## config.mk

```make
export PLATFORM = sky130hd
export DESIGN_NAME = pc_unit
export DESIGN_NICKNAME = d
export VERILOG_FILES = /design/src/rtl/pc_unit.sv
export SDC_FILE = /design/constraint.sdc
export NUM_CORES = 1
export LEC_CHECK = 0
export ABC_AREA = 1
export CAP_MARGIN = 20
export CORE_UTILIZATION = 30
export DETAILED_ROUTE_END_ITERATION = 10
export PLACE_DENSITY = 0.58
export RECOVER_POWER = 100
export SLEW_MARGIN = 20
export SYNTH_ARGS = -nofsm -noshare
export SYNTH_HDL_FRONTEND = slang
export SYNTH_SLANG_ARGS = --single-unit
```

## constraint.sdc

```tcl
create_clock -name clk_i -period 1.8 [get_ports clk_i]
set_input_delay 0.27 -clock clk_i [delete_from_list [all_inputs] [get_ports clk_i]]
set_output_delay 0.27 -clock clk_i [all_outputs]
set_load 0.01 [all_outputs]
```

## src/rtl/pc_unit.sv

```systemverilog
// Program-counter unit for the IF stage.
// Produces the sequential fetch address and applies exception, jump and
// branch redirects in priority order. Redirects that arrive while the
// front end is stalled are buffered and applied once the stall clears.
// A small run-control FSM (IDLE/RUN/HALT) decides when pc_o is a valid fetch.
module pc_unit #(
    parameter int              XLEN         = 32,
    parameter logic [XLEN-1:0] RESET_VECTOR = '0,
    parameter logic [XLEN-1:0] EXC_VECTOR   = XLEN'(32'h0000_0080),
    parameter int              INSTR_BYTES  = 4
) (
    input  logic            clk_i,
    input  logic            rst_i,
    input  logic            start_i,
    input  logic            stall_i,
    input  logic            hold_i,
    input  logic            halt_i,
    input  logic            branch_i,
    input  logic [XLEN-1:0] branch_tgt_i,
    input  logic            jump_i,
    input  logic [XLEN-1:0] jump_tgt_i,
    input  logic            exc_i,
    output logic [XLEN-1:0] pc_o,
    output logic            pc_valid_o,
    output logic            pend_o,
    output logic            misalign_o,
    output logic [1:0]      state_o
);

    typedef enum logic [1:0] {
        ST_IDLE = 2'b00,
        ST_RUN  = 2'b01,
        ST_HALT = 2'b10
    } state_t;

    // Number of low address bits that must be zero for an instruction fetch.
    localparam int              ALIGN_BITS = $clog2(INSTR_BYTES);
    localparam logic [XLEN-1:0] INCR       = XLEN'(INSTR_BYTES);

    state_t          state_reg;
    logic [XLEN-1:0] pc_reg;
    logic            pend_reg;
    logic [XLEN-1:0] pend_tgt_reg;
    logic            misalign_reg;

    // Per-bit keep mask: bits below ALIGN_BITS are forced to zero in targets.
    logic [XLEN-1:0] align_keep;
    for (genvar gi = 0; gi < XLEN; gi++) begin : g_align
        assign align_keep[gi] = (gi >= ALIGN_BITS);
    end

    logic            stalled;
    logic            buf_valid;
    logic [XLEN-1:0] buf_tgt;
    logic            app_valid;
    logic [XLEN-1:0] app_raw;
    logic [XLEN-1:0] app_aligned;
    logic            app_mis;

    // Redirect selection: what would be buffered if stalled, and what would be
    // applied if not. A buffered redirect outranks same-cycle branch/jump,
    // which come from an instruction that is being squashed.
    always_comb begin
        stalled   = stall_i | hold_i;
        buf_valid = jump_i | branch_i;
        buf_tgt   = jump_i ? jump_tgt_i : branch_tgt_i;
        app_valid = 1'b0;
        app_raw   = '0;
        if (pend_reg) begin
            app_valid = 1'b1;
            app_raw   = pend_tgt_reg;
        end else if (jump_i) begin
            app_valid = 1'b1;
            app_raw   = jump_tgt_i;
        end else if (branch_i) begin
            app_valid = 1'b1;
            app_raw   = branch_tgt_i;
        end
        app_aligned = app_raw & align_keep;
        app_mis     = |(app_raw & ~align_keep);
    end

    // Run-control FSM together with PC, pending buffer and misalign pulse.
    always_ff @(posedge clk_i) begin
        if (rst_i) begin
            state_reg    <= ST_IDLE;
            pc_reg       <= RESET_VECTOR;
            pend_reg     <= 1'b0;
            pend_tgt_reg <= '0;
            misalign_reg <= 1'b0;
        end else begin
            misalign_reg <= 1'b0;
            if (!start_i) begin
                state_reg <= ST_IDLE;
                pc_reg    <= RESET_VECTOR;
                pend_reg  <= 1'b0;
            end else begin
                case (state_reg)
                    ST_IDLE: begin
                        // First RUN cycle fetches at the reset vector.
                        state_reg <= ST_RUN;
                        pc_reg    <= RESET_VECTOR;
                        pend_reg  <= 1'b0;
                    end
                    ST_RUN: begin
                        if (exc_i) begin
                            // Exception flushes the pipe, stalled or not.
                            pc_reg   <= EXC_VECTOR;
                            pend_reg <= 1'b0;
                        end else if (stalled) begin
                            // Hold the PC; newest redirect replaces any older one.
                            if (buf_valid) begin
                                pend_reg     <= 1'b1;
                                pend_tgt_reg <= buf_tgt;
                            end
                        end else begin
                            if (app_valid) begin
                                pc_reg       <= app_aligned;
                                misalign_reg <= app_mis;
                                pend_reg     <= 1'b0;
                            end else if (!halt_i) begin
                                pc_reg <= pc_reg + INCR;
                            end
                            // A same-cycle redirect lands first, then we halt on it.
                            if (halt_i) begin
                                state_reg <= ST_HALT;
                            end
                        end
                    end
                    ST_HALT: begin
                        if (exc_i) begin
                            state_reg <= ST_RUN;
                            pc_reg    <= EXC_VECTOR;
                            pend_reg  <= 1'b0;
                        end
                    end
                    default: begin
                        state_reg <= ST_IDLE;
                        pc_reg    <= RESET_VECTOR;
                        pend_reg  <= 1'b0;
                    end
                endcase
            end
        end
    end

    assign pc_o       = pc_reg;
    assign pc_valid_o = (state_reg == ST_RUN) && !stalled;
    assign pend_o     = pend_reg;
    assign misalign_o = misalign_reg;
    assign state_o    = state_reg;

endmodule
```

==> results by group, run 1 <==
CTS
  – Total CTS buffers: 9
  – Max clock buf depth: 2
  – H-tree depth reported by CTS: 3
  – Reg clk slew, reported paths: 0.05 ns
  – Clock Root Buffer: clkbuf_16
  – Clock Sink Count: 66
  – TritonCTS clock tree: done
  – Clk Latency, worst-skew pair: 0.33 ns

Yosys
  – Mapped cell area: 4220 um^2
  – Most frequent cell after synthesis: nand2_1
  – Commonest cells post-synth: nand2_1 (203), nor2_1 (108), dfxtp_1 (66), a21oi_1 (48), nand3_1 (40)
  – Post-synth EDFFs: 0
  – Syn Area/Cell: 6.25 um^2
  – Synth Register Bits: 66
  – Area leader, netlist: dfxtp_1
  – Synth cell types: 33
  – Register area share after synthesis: 31.3%
  – Post-Synthesis Cells: 676
  – Prevailing post-synth register cell: dfxtp_1
  – Synth warn: 0
  – Area share of the largest cell type after synthesis: 31.3%
  – Synth area leaders: dfxtp_1 (31%), nand2_1 (18%), nor2_1 (9.6%), a21oi_1 (5.7%), nand3_1 (4.7%)
  – Asr flop ratio synth: 0%

Detailed routing
  – Initial DRC count: 285
  – Vias per std cell: 4.89
  – Final ANT Viol Nets: 0
  – Final wirelength: 14,100 um
  – Drt pass-1 iters: 5
  – Wire length per cell: 14.1 um
  – Via count: 4,912
  – # DRC: 0

Timing
  – Final Cycle Share: 96.1%
  – RSZ-0062 raised after global routing: false
  – Final Hold Viols: 0
  – Final worst slack: 0.0709 ns
  – Final Slew Violations: 0
  – Fmax: 578 MHz
  – Worst clock skew: 0.00544 ns
  – Tmin final: 1.73 ns
  – Setup violators final: 0

Worst setup path
  – CP max FO: 4
  – Endpoint class of the critical path: primary output
  – Worst reg2reg path startpoint: state_o[0]$_SDFFE_PP0P_
  – Worst setup SP type: flip-flop
  – Data arrival, critical path: 1.46 ns
  – CP startpoint: pc_o[8]$_SDFFE_PP0P_
  – Setup CP Type: flip-flop to primary output
  – Critical Path RT: 1.53 ns

Die
  – FP Rows: 42
  – Die area: 14,600 um^2
  – Die Span Y: 121 um
  – Core area: 13,500 um^2
  – Initial Utilization: 31.3%
  – Chip width: 121 um
  – I/O Pins: 110

Global route
  – Global route hottest layer: met2
  – Largest net degree at the start of global routing: 32
  – Global Route Usage Sum: 19.8%
  – Grt met1 use: 26.5%
  – Met2 GRT Util: 31.3%
  – First-pass GRT wire length: 22,700 um
  – Gr ovfl total: 0
  – Initial antenna violation count: 0
  – Grt met3 use: 4.20%
  – Number of global-route vias before repair: 4,645

Min path
  – Worst hold start: pend_tgt_reg[7]$_SDFFE_PP0P_
  – Hold crit path type: flip-flop to flip-flop

Placement
  – DP HPWL: 10,900 um
  – Placed Area: 5830 um^2
  – Routability cong.: 0.913
  – Post-Place Setup Slack: -0.195 ns
  – Placed Cells: 986
  – Port buffer count: 107

Final layout
  – Layout Utilization: 45.6%
  – Max reg flops: 32
  – Final Instance Count excl. Fillers: 1,005
  – Diode count: 0
  – Fin area: 6150 um^2
  – Area delta synth->final: 45.7%
  – Nets@finish: 902
  – Share of layout cells above drive strength 1: 14.4%

Pwr
  – Static Leak: 2.40 nW
  – Max VDD drop: 0.353 mV
  – Final total power: 3.82 mW
  – Pwr Density: 621 nW/um^2

Run
  – Max-Cap Viols: 0

Outcome
  – Status: complete, no violations
placed cells by master (no fill, tap or decap), types with 3 or more instances in the layout:
cell / netlist / final
a31oi_1: 11 / 11
buf_6: 0 / 4
clkbuf_1: 10 / 5
a21oi_1: 48 / 46
dlygate4sd3_1: 0 / 31
nand3_1: 40 / 41
nand4_1: 3 / 3
o21ai_0: 39 / 40
ha_1: 5 / 4
inv_2: 9 / 9
a211oi_1: 2 / 3
clkbuf_16: 0 / 9
nor2_4: 5 / 5
nand2_2: 3 / 3
buf_4: 8 / 51
clkbuf_8: 0 / 3
nand3b_1: 7 / 7
clkdlybuf4s50_1: 0 / 75
nand2_1: 203 / 202
buf_12: 0 / 3
dfxtp_1: 66 / 65
nor2_1: 108 / 104
inv_1: 35 / 35
nor2_2: 5 / 9
o22ai_1: 11 / 11
nand3_2: 4 / 3
mux2i_1: 9 / 8
o21ai_1: 11 / 10
a211oi_2: 8 / 7
worst max-delay path, cell delays in order, from the launching register on:
cell,delay [ns]
dfxtp_1,0.38
clkbuf_1,0.19
clkdlybuf4s50_1,0.56
path summary, 6_finish.rpt:
kind                                  endpoint  slack [ns]  cells past startpoint
setup / recovery                       pc_o[8]        0.07                      2
hold / removal    pend_tgt_reg[7]$_SDFFE_PP0P_        0.46                      2
setup reg to reg         pc_o[29]$_SDFFE_PP0P_        0.11                     10
hold reg to reg   pend_tgt_reg[7]$_SDFFE_PP0P_        0.46                      2
layer usage:
metal	routed length [um]	up-vias
li1	-	2508
met1	6540	2215
met2	6320	165
met3	1030	24
met4	247	0
met5	0	-
timing repair:
action	4_1_cts	5_1_grt
cloned	0	2
setup buffers	0	1
endpoints found under the setup margin	1	30
resized for setup	1	21
pin swaps	0	2
hold buffers	0	0
report_power, final:
part	internal (mW)	switching (mW)	total, mW
Combinational	0.330	0.322	0.652
Sequential	1.48	0.0153	1.50
Clock	1.04	0.628	1.67
Total	2.86	0.965	3.82
cells by family after synthesis:
group                    synth area share, %
AND/OR/NAND/NOR                         38.3
AO/OA/AOI/OAI                           18.3
buffers and inverters                   8.09
flip-flops                              31.3
multiplexers                            2.13
adder cells (fa/ha/maj)                 1.48
XOR/XNOR                               0.415
other                                 0.0888
final cells by class:
| cell class | instances | area, um^2 |
|---|---|---|
| clock buffer | 14 | 274 |
| clock inverter | 2 | 10.0 |
| fill | 1380 | 7350 |
| inverter | 45 | 169 |
| multi-input combinational | 533 | 2580 |
| sequential | 66 | 1330 |
| tap | 176 | 220 |
| timing repair buffer | 169 | 1570 |
metrics by stage:
step / hold WS [ns] / setup TNS [ns]
after floorplan: 0.425 / 0
after global placement: 0.441 / -2.68
after detailed placement: 0.446 / -3.40
after CTS: 0.453 / 0
after global routing: 0.472 / 0
final: 0.455 / 0
Power figures use the tool's default switching activity.
==> run 2, diff against run 1 <==
Settings changed: CORE_MARGIN set to 1.
==> results of run 2 <==
Final layout, timing and power as in run 1 (identical DEF).
==> run 3, diff against run 2 <==
Settings changed: ABC_AREA 1 to not set.
==> results by group, run 3 <==
Yosys
  – Post-Synth XOR/XNOR Area: 0.210% (-0.20 points)
  – Simple-Gate Fraction of Synth Area: 23.3% (-15 points)
  – Most frequent cell after synthesis: nand2_1
  – Post-synth EDFFs: 0 (unchanged)
  – Syn Area/Cell: 7.77 um^2 (+24%)
  – Prevailing post-synth register cell: dfxtp_1
  – Synth cell types: 62 (+88%)
  – Mapped cell area: 4170 um^2 (-1.2%)
  – Commonest cells post-synth: nand2_1 (70), dfxtp_1 (66), nor2_1 (48), o21ai_0 (33), o22ai_1 (30)
  – Synth Register Bits: 66 (unchanged)
  – Post-Synthesis Cells: 537 (-21%)
  – Register area share after synthesis: 31.7% (+0.37 points)
  – Synth Area in Compound Gates: 30.4% (+12 points)
  – Synth area leaders: dfxtp_1 (32%), mux2i_1 (6.7%), nand2_1 (6.3%), a211oi_1 (5.0%), o22ai_1 (4.5%)
  – Synth Area in Adders: 1.50% (+0.017 points)
  – Largest family of logic cells by synthesized area: compound AO/OA/AOI/OAI gates
  – Synth warn: 0 (unchanged)
  – Mux contribution to synthesized area: 6.98% (+4.9 points)
  – Area leader, netlist: dfxtp_1
  – Area share of the largest cell type after synthesis: 31.7% (+0.37 points)
  – Asr flop ratio synth: 0% (unchanged)

Final layout
  – Commonest non-fill, non-tap cell in the layout: buf_4
  – Most frequent cells in the layout: buf_4 (81), clkdlybuf4s50_1 (75), nand2_1 (70)
  – Diode count: 0 (unchanged)
  – Layout Utilization: 52.0% (+6.4 points)
  – Final Instance Count excl. Fillers: 898 (-11%)
  – Area delta synth->final: 66.9%
  – Share of layout cells above drive strength 1: 25.3% (+11 points)
  – Nets@finish: 795 (-12%)
  – Max reg flops: 32 (unchanged)

Timing
  – Final worst slack: -0.0925 ns (-0.163 ns)
  – Final Cycle Share: 105% (+9.1 points)
  – RSZ-0062 raised after global routing: true
  – Worst clock skew: 0.00464 ns (-0.000798 ns)
  – Fmax: 528 MHz (-8.6%)
  – Tmin final: 1.89 ns (+0.163 ns)
  – Setup violators final: 34 (+34)
  – Worst slew margin: 53.1%
  – Worst Tran Pin Value: 0.696 ns
  – Final Hold Viols: 0 (unchanged)
  – Final Slew Violations: 0 (unchanged)

Detailed routing
  – # DRC: 0 (unchanged)
  – Wire length per cell: 18.1 um (+28%)
  – Vias per std cell: 5.55 (+14%)
  – Via count: 4,986 (+1.5%)
  – Final wirelength: 16,200 um (+15%)
  – Final ANT Viol Nets: 0 (unchanged)
  – Drt pass-1 iters: 5 (unchanged)
  – Initial DRC count: 349 (+22%)

Min path
  – Hold crit path type: input port to flip-flop
  – Number of cells on the worst hold path: 4 (+2)

CTS
  – H-tree depth reported by CTS: 3 (unchanged)
  – Total CTS buffers: 9 (unchanged)
  – # hold bufs at CTS: 0 (unchanged)
  – Clock Root Buffer: clkbuf_16
  – Clock Sink Count: 66 (unchanged)
  – Reg clk slew, reported paths: 0.06 ns (about the same)
  – Clk Latency, worst-skew pair: 0.33 ns (about the same)
  – Max clock buf depth: 2 (unchanged)
  – TritonCTS clock tree: done

Placement
  – Placed Cells: 865 (-12%)
  – Port buffer count: 107 (unchanged)
  – Routability cong.: 0.890 (-2.5%)
  – DP HPWL: 11,000 um (+0.94%)

Pwr
  – Max VDD drop: 0.507 mV (+44%)
  – Pwr Density: 610 nW/um^2 (-1.8%)
  – Static Leak: 2.60 nW (+8.2%)

Worst setup path
  – Critical path's slowest cell: dfxtp_4
  – Worst reg2reg path startpoint: state_o[0]$_SDFFE_PP0P_
  – Worst setup SP type: flip-flop
  – Endpoint class of the critical path: flip-flop
  – Reg2reg end: pc_o[10]$_SDFFE_PP0P_
  – CP max FO: 8 (+4)
  – Critical Path RT: 2.02 ns (+0.49 ns)
  – Crit path to: pc_o[10]$_SDFFE_PP0P_
  – Data arrival, critical path: 2.11 ns (+0.65 ns)
  – CP startpoint: state_o[0]$_SDFFE_PP0P_
  – Slowest cell delay on critical path: 0.36 ns (-0.20 ns)
  – Setup CP Type: flip-flop to flip-flop
  – Worst-case reg-to-reg path depth: 7 (-3)
  – Reg-to-reg slack, setup: -0.09 ns (-0.20 ns)
  – CP cell instances: inv_4, ha_4, or3_4, o221a_4, and2_4, a31o_2, a32o_1

Die
  – Die area: 14,400 um^2 (-1.1%)
  – I/O Pins: 110 (unchanged)
  – Core area: 13,400 um^2 (-0.78%)
  – Initial Utilization: 31.1% (-0.12 points)
  – FP Rows: 42 (unchanged)
  – Chip width: 120 um (-0.57%)
  – Die Span Y: 120 um (-0.57%)

Global route
  – Global Route Usage Sum: 20.8% (+0.99 points)
  – First-pass GRT wire length: 23,700 um (+4.4%)
  – Gr ovfl total: 0 (unchanged)
  – Number of global-route vias before repair: 4,625 (-0.43%)
  – Largest net degree at the start of global routing: 57 (+78%)
  – Initial antenna violation count: 0 (unchanged)

Run
  – Max-Cap Viols: 0 (unchanged)

Outcome
  – Status: finished, violations left
  – Violated checks: setup timing
## run 3: repair_timing
item | in CTS | in global routing
endpoints found under the setup margin | 16 | 63
gates cloned | 1 | 6
gates resized for setup | 10 | 66
pin swaps | 4 | 14
setup buffers | 6 | 4
## run 3: per-layer routing
metal	vias to the layer above	track usage, %	routed length (um)
met3	19	2.52	986
li1	2396	-	-
met4	0	7.03	223
met2	191	32.9	7600
met1	2380	29.1	7400
met5	-	0	0
## run 3: critical path: cells and delay by family, from the launching register on
kind | cells | cell delay [ns]
adder cells (fa/ha/maj) | 1 | 0.15
buffers and inverters | 1 | 0.04
AO/OA/AOI/OAI | 3 | 0.68
AND/OR/NAND/NOR | 2 | 0.55
flip-flops | 1 | 0.36
## run 3: cell type report
type	count	area, um^2
fill	1208	6430
multi-input combinational	415	2950
timing repair buffer	210	2060
sequential	66	1330
clock buffer	9	225
tap	176	220
clock inverter	7	118
inverter	15	58.8
## run 3: cells by family after synthesis
| family | after synthesis |
|---|---|
| buf+inv | 57 |
| flops | 66 |
| mux | 29 |
| simple gates | 194 |
| compound gates | 184 |
| xor+xnor | 1 |
| fa+ha+maj | 5 |
| other cells | 1 |
## run 3: per-stage QoR
stage / power, mW / instance area, um^2 / setup slack [ns] / TNS, ns / hold slack [ns]
floorplan: 1.81 / 4210 / -0.131 / -0.738 / 0.353
global placement: 2.16 / 6020 / -0.318 / -14.71 / 0.483
detailed placement: 2.17 / 6020 / -0.348 / -16.77 / 0.491
CTS: 4.19 / 6480 / -0.0951 / -1.34 / 0.478
global route: 4.37 / 6970 / -0.148 / -4.40 / 0.512
finish: 4.25 / 6970 / -0.0925 / -1.45 / 0.485
## run 3: report_power, final
part | total (mW) | internal, mW | switching [mW]
combinational | 0.728 | 0.374 | 0.354
clock | 2.03 | 1.35 | 0.681
sequential | 1.49 | 1.48 | 0.0112
## run 3: how the worst min path moves through the flow
stage | to | start | slack [ns]
finish | pend_tgt_reg[14]$_SDFFE_PP0P_ | jump_i | 0.49
global route | pend_tgt_reg[8]$_SDFFE_PP0P_ | pend_tgt_reg[8]$_SDFFE_PP0P_ | 0.51
CTS | pend_tgt_reg[14]$_SDFFE_PP0P_ | jump_i | 0.48
detailed placement | pend_tgt_reg[5]$_SDFFE_PP0P_ | pend_tgt_reg[5]$_SDFFE_PP0P_ | 0.49
global placement | pend_tgt_reg[3]$_SDFFE_PP0P_ | pend_tgt_reg[3]$_SDFFE_PP0P_ | 0.48
floorplan | pend_o$_SDFFE_PP0P_ | exc_i | 0.35
